--- src/rtl/alignment_scorer_pkg.sv ---
// alignment_scorer_pkg: shared result codes, reason encodings, FSM states and default scoring constants
package alignment_scorer_pkg;
  localparam int DEF_SCORE_W      = 16;
  localparam int DEF_LEN_W        = 12;
  localparam int DEF_MATCH_SCORE  = 2;
  localparam int DEF_MISMATCH_PEN = 3;
  localparam int DEF_GAP_PEN      = 5;
  localparam int DEF_GAP_EXT_PEN  = 2;
  localparam int DEF_X_DROP       = 10;
  localparam logic [2:0] RES_MATCH    = 3'b100;
  localparam logic [2:0] RES_MISMATCH = 3'b010;
  localparam logic [2:0] RES_GAP      = 3'b001;
  typedef enum logic [1:0] {
    REASON_NONE  = 2'b00,
    REASON_LAST  = 2'b01,
    REASON_XDROP = 2'b10,
    REASON_LEN   = 2'b11
  } reason_e;
  typedef enum logic [1:0] {
    S_IDLE = 2'b00,
    S_RUN  = 2'b01,
    S_DONE = 2'b10
  } state_e;
endpackage

--- src/rtl/alignment_scorer_sat_add.sv ---
// score_sat_add: combinational signed saturating adder (a_i + b_i -> sum_o, clamped to W-bit signed range)
module score_sat_add #(
  parameter int W = 16
) (
  input  logic signed [W-1:0] a_i,
  input  logic signed [W-1:0] b_i,
  output logic signed [W-1:0] sum_o
);
  logic signed [W:0] s;
  assign s = {a_i[W-1], a_i} + {b_i[W-1], b_i};
  assign sum_o = (s[W] == s[W-1]) ? s[W-1:0]
               : s[W] ? {1'b1, {(W-1){1'b0}}} : {1'b0, {(W-1){1'b1}}};
endmodule

--- src/rtl/alignment_scorer.sv ---
// alignment_scorer: seed-extension scorer over one-hot compare beats (clk/rst, start, in_valid/in_ready, result, last -> busy, done, best_score, best_len, reason, code_err); affine gaps under SCORER_AFFINE_GAP_EN
module alignment_scorer
  import alignment_scorer_pkg::*;
#(
  parameter int SCORE_W      = DEF_SCORE_W,
  parameter int LEN_W        = DEF_LEN_W,
  parameter int MATCH_SCORE  = DEF_MATCH_SCORE,
  parameter int MISMATCH_PEN = DEF_MISMATCH_PEN,
  parameter int GAP_PEN      = DEF_GAP_PEN,
`ifdef SCORER_AFFINE_GAP_EN
  parameter int GAP_EXT_PEN  = DEF_GAP_EXT_PEN,
`endif
  parameter int X_DROP       = DEF_X_DROP
) (
  input  logic               clk,
  input  logic               rst,
  input  logic               start,
  input  logic               in_valid,
  output logic               in_ready,
  input  logic [2:0]         result,
  input  logic               last,
  output logic               busy,
  output logic               done,
  output logic [SCORE_W-1:0] best_score,
  output logic [LEN_W-1:0]   best_len,
  output logic [1:0]         reason,
  output logic               code_err
);
  state_e                    state_q;
  reason_e                   reason_q, term_d;
  logic signed [SCORE_W-1:0] run_q, run_d, best_q, best_d, delta;
  logic signed [SCORE_W:0]   drop;
  logic [LEN_W-1:0]          len_q, len_d, best_len_q;
  logic                      in_ready_q, busy_q, done_q, code_err_q;
  logic                      accept, is_match, is_mis, is_gap, illegal;
`ifdef SCORER_AFFINE_GAP_EN
  logic                      gap_q;
`endif
  assign accept   = in_valid && in_ready_q;
  assign is_match = result == RES_MATCH;
  assign is_mis   = result == RES_MISMATCH;
  assign is_gap   = !is_match && !is_mis;
  assign illegal  = is_gap && result != RES_GAP;
`ifdef SCORER_AFFINE_GAP_EN
  assign delta = is_match ? SCORE_W'(MATCH_SCORE)
               : is_mis   ? SCORE_W'(-MISMATCH_PEN)
               : gap_q    ? SCORE_W'(-GAP_EXT_PEN) : SCORE_W'(-GAP_PEN);
`else
  assign delta = is_match ? SCORE_W'(MATCH_SCORE)
               : is_mis   ? SCORE_W'(-MISMATCH_PEN) : SCORE_W'(-GAP_PEN);
`endif
  score_sat_add #(.W(SCORE_W)) u_add (
    .a_i  (run_q),
    .b_i  (delta),
    .sum_o(run_d)
  );
  assign len_d  = len_q + LEN_W'(1);
  assign best_d = (run_d > best_q) ? run_d : best_q;
  // best_d >= run_d, so the extra bit keeps the difference exact even at saturation
  assign drop   = {best_d[SCORE_W-1], best_d} - {run_d[SCORE_W-1], run_d};
  assign term_d = last ? REASON_LAST
                : (drop > $signed((SCORE_W+1)'(X_DROP))) ? REASON_XDROP
                : (len_d == {LEN_W{1'b1}}) ? REASON_LEN : REASON_NONE;
  always_ff @(posedge clk) begin
    if (rst) begin
      state_q    <= S_IDLE;
      run_q      <= '0;
      best_q     <= '0;
      len_q      <= '0;
      best_len_q <= '0;
      reason_q   <= REASON_NONE;
      code_err_q <= 1'b0;
      in_ready_q <= 1'b0;
      busy_q     <= 1'b0;
      done_q     <= 1'b0;
`ifdef SCORER_AFFINE_GAP_EN
      gap_q      <= 1'b0;
`endif
    end else begin
      case (state_q)
        S_IDLE: if (start) begin
          state_q    <= S_RUN;
          run_q      <= '0;
          best_q     <= '0;
          len_q      <= '0;
          best_len_q <= '0;
          reason_q   <= REASON_NONE;
          code_err_q <= 1'b0;
          in_ready_q <= 1'b1;
          busy_q     <= 1'b1;
`ifdef SCORER_AFFINE_GAP_EN
          gap_q      <= 1'b0;
`endif
        end
        S_RUN: if (accept) begin
          run_q      <= run_d;
          len_q      <= len_d;
          best_q     <= best_d;
          code_err_q <= code_err_q | illegal;
`ifdef SCORER_AFFINE_GAP_EN
          gap_q      <= is_gap;
`endif
          if (run_d > best_q) best_len_q <= len_d;
          if (term_d != REASON_NONE) begin
            state_q    <= S_DONE;
            reason_q   <= term_d;
            in_ready_q <= 1'b0;
            done_q     <= 1'b1;
          end
        end
        default: begin
          state_q <= S_IDLE;
          done_q  <= 1'b0;
          busy_q  <= 1'b0;
        end
      endcase
    end
  end
  assign in_ready   = in_ready_q;
  assign busy       = busy_q;
  assign done       = done_q;
  assign best_score = best_q;
  assign best_len   = best_len_q;
  assign reason     = reason_q;
  assign code_err   = code_err_q;
endmodule
--- config.mk ---
export PLATFORM = sky130hd
export DESIGN_NAME = alignment_scorer
export DESIGN_NICKNAME = d
export VERILOG_FILES = /design/src/rtl/alignment_scorer_pkg.sv /design/src/rtl/alignment_scorer_sat_add.sv /design/src/rtl/alignment_scorer.sv
export SDC_FILE = /design/constraint.sdc
export NUM_CORES = 1
export LEC_CHECK = 0
export CORE_AREA = 2 2 90 92
export DETAILED_ROUTE_END_ITERATION = 8
export DIE_AREA = 0 0 92 94
export PLACE_DENSITY = 0.87
export REMOVE_ABC_BUFFERS = 1
export SYNTH_ARGS = -nofsm -noshare
export SYNTH_HDL_FRONTEND = slang
export SYNTH_SLANG_ARGS = --single-unit
--- constraint.sdc ---
create_clock -name clk -period 14.95 [get_ports clk]
set_input_delay 2.99 -clock clk [delete_from_list [all_inputs] [get_ports clk]]
set_output_delay 2.99 -clock clk [all_outputs]
set_load 0.02 [all_outputs]
==> run summary, run 1 <==
Final setup viols: 0
Outcome: completed
Max Root-Sink Buffers: 2
Hold_buf cts: 0
Most instantiated library cell after synthesis: dfxtp_1
Final period util: 81.46%
Diode count: 0
Synth cell types: 68
Ys Warns: 0
R2R depth: 33
Initial Utilization: 63.67%
Vias: 4448
Mapped Cells: 576
Synth async-reset ratio: 0%
Top Ports: 42
CTS Root Cell: clkbuf_8
Top cells by count, synth: dfxtp_1 (64), ha_1 (52), inv_1 (48)
First DRT Iteration DRCs: 322
Critical path's slowest cell: a221o_1
Horiz. Die Dim: 92 um
Crit-path max FO: 21
Core area: 7607 um2
H-Tree Depth: 3
CP endpoint kind: flip-flop
Die H: 94 um
Mapped Avg Cell Area: 8.409 um2
Largest net degree at the start of global routing: 29
Least-Margin Pin Slew: 971.1 ps
Max-Cap Viols: 0
Relative slew slack: 35.02%
GPL Wtd Cong: 0.9344
Synth area leader: dfxtp_1
Hold Crit Class: reg -> reg
Register area share after synthesis: 26.45%
Drt drc: 0
Synth Register Bits: 64
Wirelength per Cell: 16.22 um
Top_reg_cell synth: dfxtp_1
CP Data Required Time: 15200 ps
Fmax: 82.12 MHz
First-pass GRT wire length: 19250 um
Inserted Clock Buffers: 9
Sink Count: 64
Worst R2R Setup Slack: 6320 ps
Number of global-route vias before repair: 4025
Share of layout cells above drive strength 1: 5.902%
Post-Route Skew: 14.24 ps
Nets: 668
Most used cell, CP: a21o_1
CTS tree: yes
Rows: 32
Clock latency on the worst-skew pair: 350 ps
Area contributors post-synth: dfxtp_1 (26%), ha_1 (13%), a22o_1 (6.9%)
Final hold violation count: 0
Antenna violations before repair: 0
Setup TNS: 0 ps
Hold Path Origin: busy
Post-synth EDFFs: 0
CP Data Arrival Time: 12420 ps
Clk slew on worst S/H paths: 70 ps
Fillcell total: 593
Worst r2r dst: done
Layout area overhead: 12.71%
Crit. Startpoint: result[2]
Slew Limit Fails: 0
CP peak stage delay: 690 ps
GR Overflow Total: 0
IO buf count: 41
Postcts setup bufs: 0
ANT nets after route: 0
Top cell type's share of synthesized area: 26.45%
Critical path type: in -> reg
Final WL: 11550 um
Resized cells post-CTS: 0
Detailed Place HPWL: 8585 um
Post-route minimum period: 12180 ps
GRT Overall Usage: 27.43%
Cell Area, Synth: 4843 um2
RSZ-0062 raised after global routing: false
Crit path capture: done
Die area: 8648 um2
Reg2reg start: run_q[0]
Vias/cell: 6.247
Setup crit start kind: input pin
Drt first pass iters: 5
[cell families after synthesis]
family / Yosys count / synth area share (%)
AO/OA/AOI/OAI: 194 / 29.11
AND/OR/NAND/NOR: 149 / 15.99
buffers and inverters: 73 / 5.786
flip-flops: 64 / 26.45
adder cells (fa/ha/maj): 54 / 14.26
XOR/XNOR: 24 / 4.340
multiplexers: 18 / 4.056
[worst min path at each step]
stage / cells past startpoint / slack (ps) / end
after floorplan: 2 / 430 / run_q[11]
after global placement: 2 / 450 / busy
after detailed placement: 1 / 450 / best_len[1]
after CTS: 1 / 470 / best_len[1]
after global routing: 1 / 490 / best_len[1]
final: 2 / 470 / busy
[final cells by class]
type | count | area [um2] | area share (%)
inverter | 50 | 187.7 | 3.438
sequential | 64 | 1281 | 23.47
clock inverter | 5 | 35.03 | 0.6418
clock buffer | 10 | 127.6 | 2.338
multi-input combinational | 439 | 3282 | 60.12
tap | 102 | 127.6 | 2.338
timing repair buffer | 42 | 417.9 | 7.655
[stage by stage]
step	utilization [%]	cell area (um2)	hold slack [ps]	instances	setup slack, ps
after CTS	71.76	5459	469.2	712	2821
after floorplan	-	4751	433.8	553	4073
final	71.76	5459	466.4	712	2772
after global routing	71.76	5459	486.4	712	2212
after global placement	69.62	5296	449.3	697	2896
after detailed placement	69.62	5296	450.6	697	2537
[critical path, delay by kind of cell]
kind | cells | cell delay (ps)
and+or+nand+nor | 3 | 1100
buffers and inverters | 2 | 560
muxes | 1 | 280
AOI/OAI and AO/OA | 23 | 5380
adders and majority gates | 6 | 2090
[per-layer routing]
metal / GRT usage (%) / part of all wire [%]
met5: 0 / 0
met4: 9.204 / 1.9
met3: 3.772 / 5.0
met2: 42.46 / 44
met1: 39.36 / 49
[cells in the final DEF (no fill, tap or decap), types with 12 or more instances in the layout]
cell	Yosys	final
dfxtp_1	64	64
ha_1	52	52
inv_1	48	48
nor2_1	43	43
clkdlybuf4s50_1	0	41
a22o_1	38	38
a21oi_1	32	32
nand2_1	22	22
o21ai_0	19	19
o21ai_1	18	18
a21o_1	18	18
nand3_1	15	15
xor2_1	13	13
nand2b_1	12	12
[sequential cells by signal (all words and copies together) (netlist names)]
name,count
run_q,16
in_ready,1
len_q,12
busy,1
state_q,2
best_score,16
code_err,1
reason,2
best_len,12
done,1
Power of run 1 is left out: the tool's default activity adds up to more than one toggle a clock period on the data nets, which glitch-free logic cannot reach.
==> run 2, diff against run 1 <==
--- a/config.mk
+++ b/config.mk
@@ -5,10 +5,10 @@
 export SDC_FILE = /design/constraint.sdc
 export NUM_CORES = 1
 export LEC_CHECK = 0
-export CORE_AREA = 2 2 90 92
+export CORE_AREA = 2 2 99 101
 export DETAILED_ROUTE_END_ITERATION = 8
-export DIE_AREA = 0 0 92 94
-export PLACE_DENSITY = 0.87
+export DIE_AREA = 0 0 101 103
+export PLACE_DENSITY = 0.77
 export REMOVE_ABC_BUFFERS = 1
 export SYNTH_ARGS = -nofsm -noshare
 export SYNTH_HDL_FRONTEND = slang
==> constraint.sdc (replaced) <==
create_clock -name clk -period 10.5 [get_ports clk]
set_input_delay 2.1 -clock clk [delete_from_list [all_inputs] [get_ports clk]]
set_output_delay 2.1 -clock clk [all_outputs]
set_load 0.02 [all_outputs]
==> run 2 against run 1 <==
Compared with the run above:
- first-iteration DRC count fell by 13%
- clock-buffer cell count fell by 1
- worst setup slack got worse by 2300 ps
- design area rose by 7.0%
- non-clock buffer count rose by 29
- worst hold slack got worse by 5.4 ps
- global-route usage fell by 2.6 points
- critical path depth rose by 2
- die area rose by 20%
- final cell count rose by 5.9%
- utilization fell by 10 points
- via count rose by 2.9%
==> run summary, run 2 (same netlist as run 1, synthesis figures left out) <==
Outcome: completed
R2R depth: 34
Die H: 103 um
Nets: 697
Share of layout cells above drive strength 1: 12.50%
Most used cell, CP: a21oi_1
Layout area overhead: 20.64%
Max Root-Sink Buffers: 2
Slew Limit Fails: 0
First-pass GRT wire length: 20690 um
Wirelength per Cell: 16.68 um
Hold Crit Class: reg -> reg
Horiz. Die Dim: 101 um
CP Data Required Time: 10750 ps
Final WL: 12580 um
Die area: 10400 um2
CP peak stage delay: 510 ps
IO buf count: 41
CP Data Arrival Time: 10290 ps
Clk slew on worst S/H paths: 80 ps
Bufs and invs on worst path: 4
Antenna violations before repair: 0
Crit-path max FO: 13
CTS Root Cell: clkbuf_8
GPL Wtd Cong: 0.9024
Top Ports: 42
Core area: 9459 um2
Drt drc: 0
Top Family by Delay on Critical Path: compound AO/OA/AOI/OAI gates
Most common cell after layout, fill and taps aside: dfxtp_1
Post-Route Skew: 13.99 ps
Fillcell total: 819
H-Tree Depth: 3
Initial Utilization: 51.20%
CP endpoint kind: flip-flop
Vias/cell: 6.072
Critical path's slowest cell: clkdlybuf4s50_1
CTS tree: yes
Fmax: 99.60 MHz
Post-route minimum period: 10040 ps
Design Area, Final: 5843 um2
Final period util: 95.62%
Final hold violation count: 0
GR Overflow Total: 0
Placed instance area: 5484 um2
Relative slew slack: 16.02%
Final Non-Filler Cells: 754
Inst Count DP: 732
WP depth: 37
Critical path type: in -> reg
Max-Cap Viols: 0
Setup crit start kind: input pin
Sink Count: 64
Rows: 36
Most frequent cells in the layout: dfxtp_1 (64), ha_1 (50), inv_1 (48)
Vias: 4578
Largest net degree at the start of global routing: 29
Worst R2R Setup Slack: 2900 ps
Drt first pass iters: 6
ANT nets after route: 0
Hold WS: 461.0 ps
GRT Overall Usage: 24.85%
Final setup viols: 0
WHS Path Cells: 2
Diode count: 0
Number of global-route vias before repair: 4397
Least-Margin Pin Slew: 1255 ps
Detailed Place HPWL: 9473 um
Inserted Clock Buffers: 9
Clock latency on the worst-skew pair: 360 ps
First DRT Iteration DRCs: 281
## run 2: area by class of cell
| type | instances | area [um2] | area share, % |
|---|---|---|---|
| Timing Repair Buffer | 71 | 639.4 | 10.94 |
| Sequential cell | 64 | 1281 | 21.93 |
| Inverter | 50 | 187.7 | 3.212 |
| Clock inverter | 7 | 102.6 | 1.756 |
| Multi-Input combinational cell | 439 | 3366 | 57.60 |
| Tap cell | 114 | 142.6 | 2.441 |
| Clock buffer | 9 | 123.9 | 2.120 |
## run 2: metal layers
layer  vias up  global-route usage [%]  share of wire, %
li1       2251                       -                 -
met1      2190                   30.81                44
met2       120                   44.31                50
met3        17                   3.864               4.6
met4         0                   8.004               1.6
met5         -                       0                 0
## run 2: worst paths after layout
check / startpoint / endpoint
worst min register to register: busy / busy
worst max register to register: run_q[0] / done
worst min-delay path: busy / busy
worst max-delay path: result[2] / done
## run 2: repair_timing
action / in CTS / in global routing
setup buffers: 0 / 6
setup endpoints to repair: 0 / 6
gates resized for setup: 0 / 18
hold buffers: 0 / 0
## run 2: worst min-delay path, stage by stage (launching register included)
cell	delay (ps)
dfxtp_1	310
inv_1	40
a21boi_0	60
## run 2: metrics by stage
step,setup slack [ps],setup TNS (ps),util [%]
final,460.1,0,61.77
after global placement,120.6,0,57.98
after floorplan,512.9,0,-
after global routing,-39.84,-103.7,61.77
after CTS,186.2,0,60.37
after detailed placement,-160.8,-493.2,57.98
Power of run 2 is left out for the same reason.
==> run 3, diff against run 2 <==
--- a/config.mk
+++ b/config.mk
@@ -8,8 +8,10 @@
 export CORE_AREA = 2 2 99 101
 export DETAILED_ROUTE_END_ITERATION = 8
 export DIE_AREA = 0 0 101 103
+export GPL_ROUTABILITY_DRIVEN = 0
 export PLACE_DENSITY = 0.77
 export REMOVE_ABC_BUFFERS = 1
 export SYNTH_ARGS = -nofsm -noshare
 export SYNTH_HDL_FRONTEND = slang
 export SYNTH_SLANG_ARGS = --single-unit
+export TNS_END_PERCENT = 30
==> run 3 against run 2 <==
Compared with the run above:
- critical path depth rose by 1
- first-iteration DRC count decreased by 12%
- wire length shrank 3.8%
- via count fell by 1.4%
- register-to-register slack barely moved
- non-clock buffer count fell by 3
- design area decreased by 1.2%
==> run summary, run 3 (same netlist as run 1, synthesis figures left out) <==
Outcome: completed
Setup crit start kind: input pin
IO buf count: 41
Diode count: 0
Clk slew on worst S/H paths: 80 ps
Final setup viols: 0
Hold Crit Class: reg -> reg
Vias/cell: 6.009
Fmax: 99.68 MHz
Vias: 4513
Sink Count: 64
Post-route minimum period: 10030 ps
Critical path's slowest cell: clkdlybuf4s50_1
Slew Limit Fails: 0
Nets: 694
Antenna violations before repair: 0
Inserted Clock Buffers: 9
CP Data Required Time: 10760 ps
Die H: 103 um
Number of global-route vias before repair: 4393
Top Ports: 42
CP peak stage delay: 510 ps
Final hold violation count: 0
Max-Cap Viols: 0
ANT nets after route: 0
Fillcell total: 833
Final Core Density: 61.06%
Most used cell, CP: a21o_1
Most common cell after layout, fill and taps aside: dfxtp_1
Detailed Place HPWL: 9313 um
Core area: 9459 um2
Share of layout cells above drive strength 1: 10.68%
First-pass GRT wire length: 20510 um
Final WL: 12100 um
CP Data Arrival Time: 10300 ps
GR Overflow Total: 0
Horiz. Die Dim: 101 um
Drt first pass iters: 4
Initial Utilization: 51.20%
H-Tree Depth: 3
Final period util: 95.54%
Post-Route Skew: 15.23 ps
Critical path type: in -> reg
Layout area overhead: 19.25%
Drt drc: 0
Area of the multi-input gates: 3326 um2
Relative slew slack: 19.28%
Max Root-Sink Buffers: 2
Die area: 10400 um2
Crit-path max FO: 8
Most frequent cells in the layout: dfxtp_1 (64), ha_1 (51), inv_1 (48)
Clock latency on the worst-skew pair: 340 ps
GRT Overall Usage: 24.42%
CTS Root Cell: clkbuf_8
First DRT Iteration DRCs: 248
Hold_buf cts: 0
CP endpoint kind: flip-flop
Reg area: 1281 um2
Least-Margin Pin Slew: 1206 ps
Wirelength per Cell: 16.11 um
Largest net degree at the start of global routing: 29
CTS tree: yes
Rows: 36
[run 3: cell count changes in the layout (fill, tap and decap cells not counted), moves of 2 or more]
cell and delta:
buf_4 -3, clkinv_4 -2, inv_6 -2, o21ai_1 +2, o21ai_2 -2
[run 3: worst paths after layout]
path | start | cells after the start | slack [ps] | endpoint
max reg2reg | run_q[0] | 36 | 2900 | in_ready
max | result[2] | 38 | 470 | in_ready
min reg2reg | busy | 2 | 460 | busy
min | busy | 2 | 460 | busy
[run 3: worst max-delay path, delay by kind of cell]
kind / cells / cell delay, ps
AOI/OAI and AO/OA: 21 / 4180
adders and majority gates: 6 / 1820
buffers and inverters: 4 / 930
and+or+nand+nor: 6 / 1060
muxes: 1 / 210
[run 3: area by class of cell]
type | count | area share [%]
inverter | 50 | 3.250
clock buffer | 11 | 2.448
tap | 114 | 2.470
sequential | 64 | 22.18
multi-input combinational | 439 | 57.58
clock inverter | 5 | 1.386
timing repair buffer | 68 | 10.68
[run 3: timing repair]
action | in CTS | in global routing
setup endpoints to repair | 0 | 6
setup buffers | 0 | 5
gates resized for setup | 0 | 9
[run 3: metrics by stage]
step	worst slack [ps]	setup TNS, ps	hold slack [ps]	instances	instance area, um2
after CTS	294.0	0	466.4	746	5690
final	468.0	0	463.3	751	5776
after floorplan	512.9	0	433.8	553	4751
after global placement	123.1	0	445.4	730	5469
after detailed placement	-67.97	-149.0	451.3	730	5469
after global routing	-16.20	-16.20	483.3	751	5776
[run 3: layer usage]
layer	vias up	wire length, um	share of wire (%)	GRT usage, %
met5	-	0	0	0
met4	0	148	1.2	6.549
met3	14	405	3.3	4.271
met2	106	6051	50	44.46
met1	2155	5494	45	29.75
li1	2238	-	-	-
Power of run 3 is left out for the same reason.
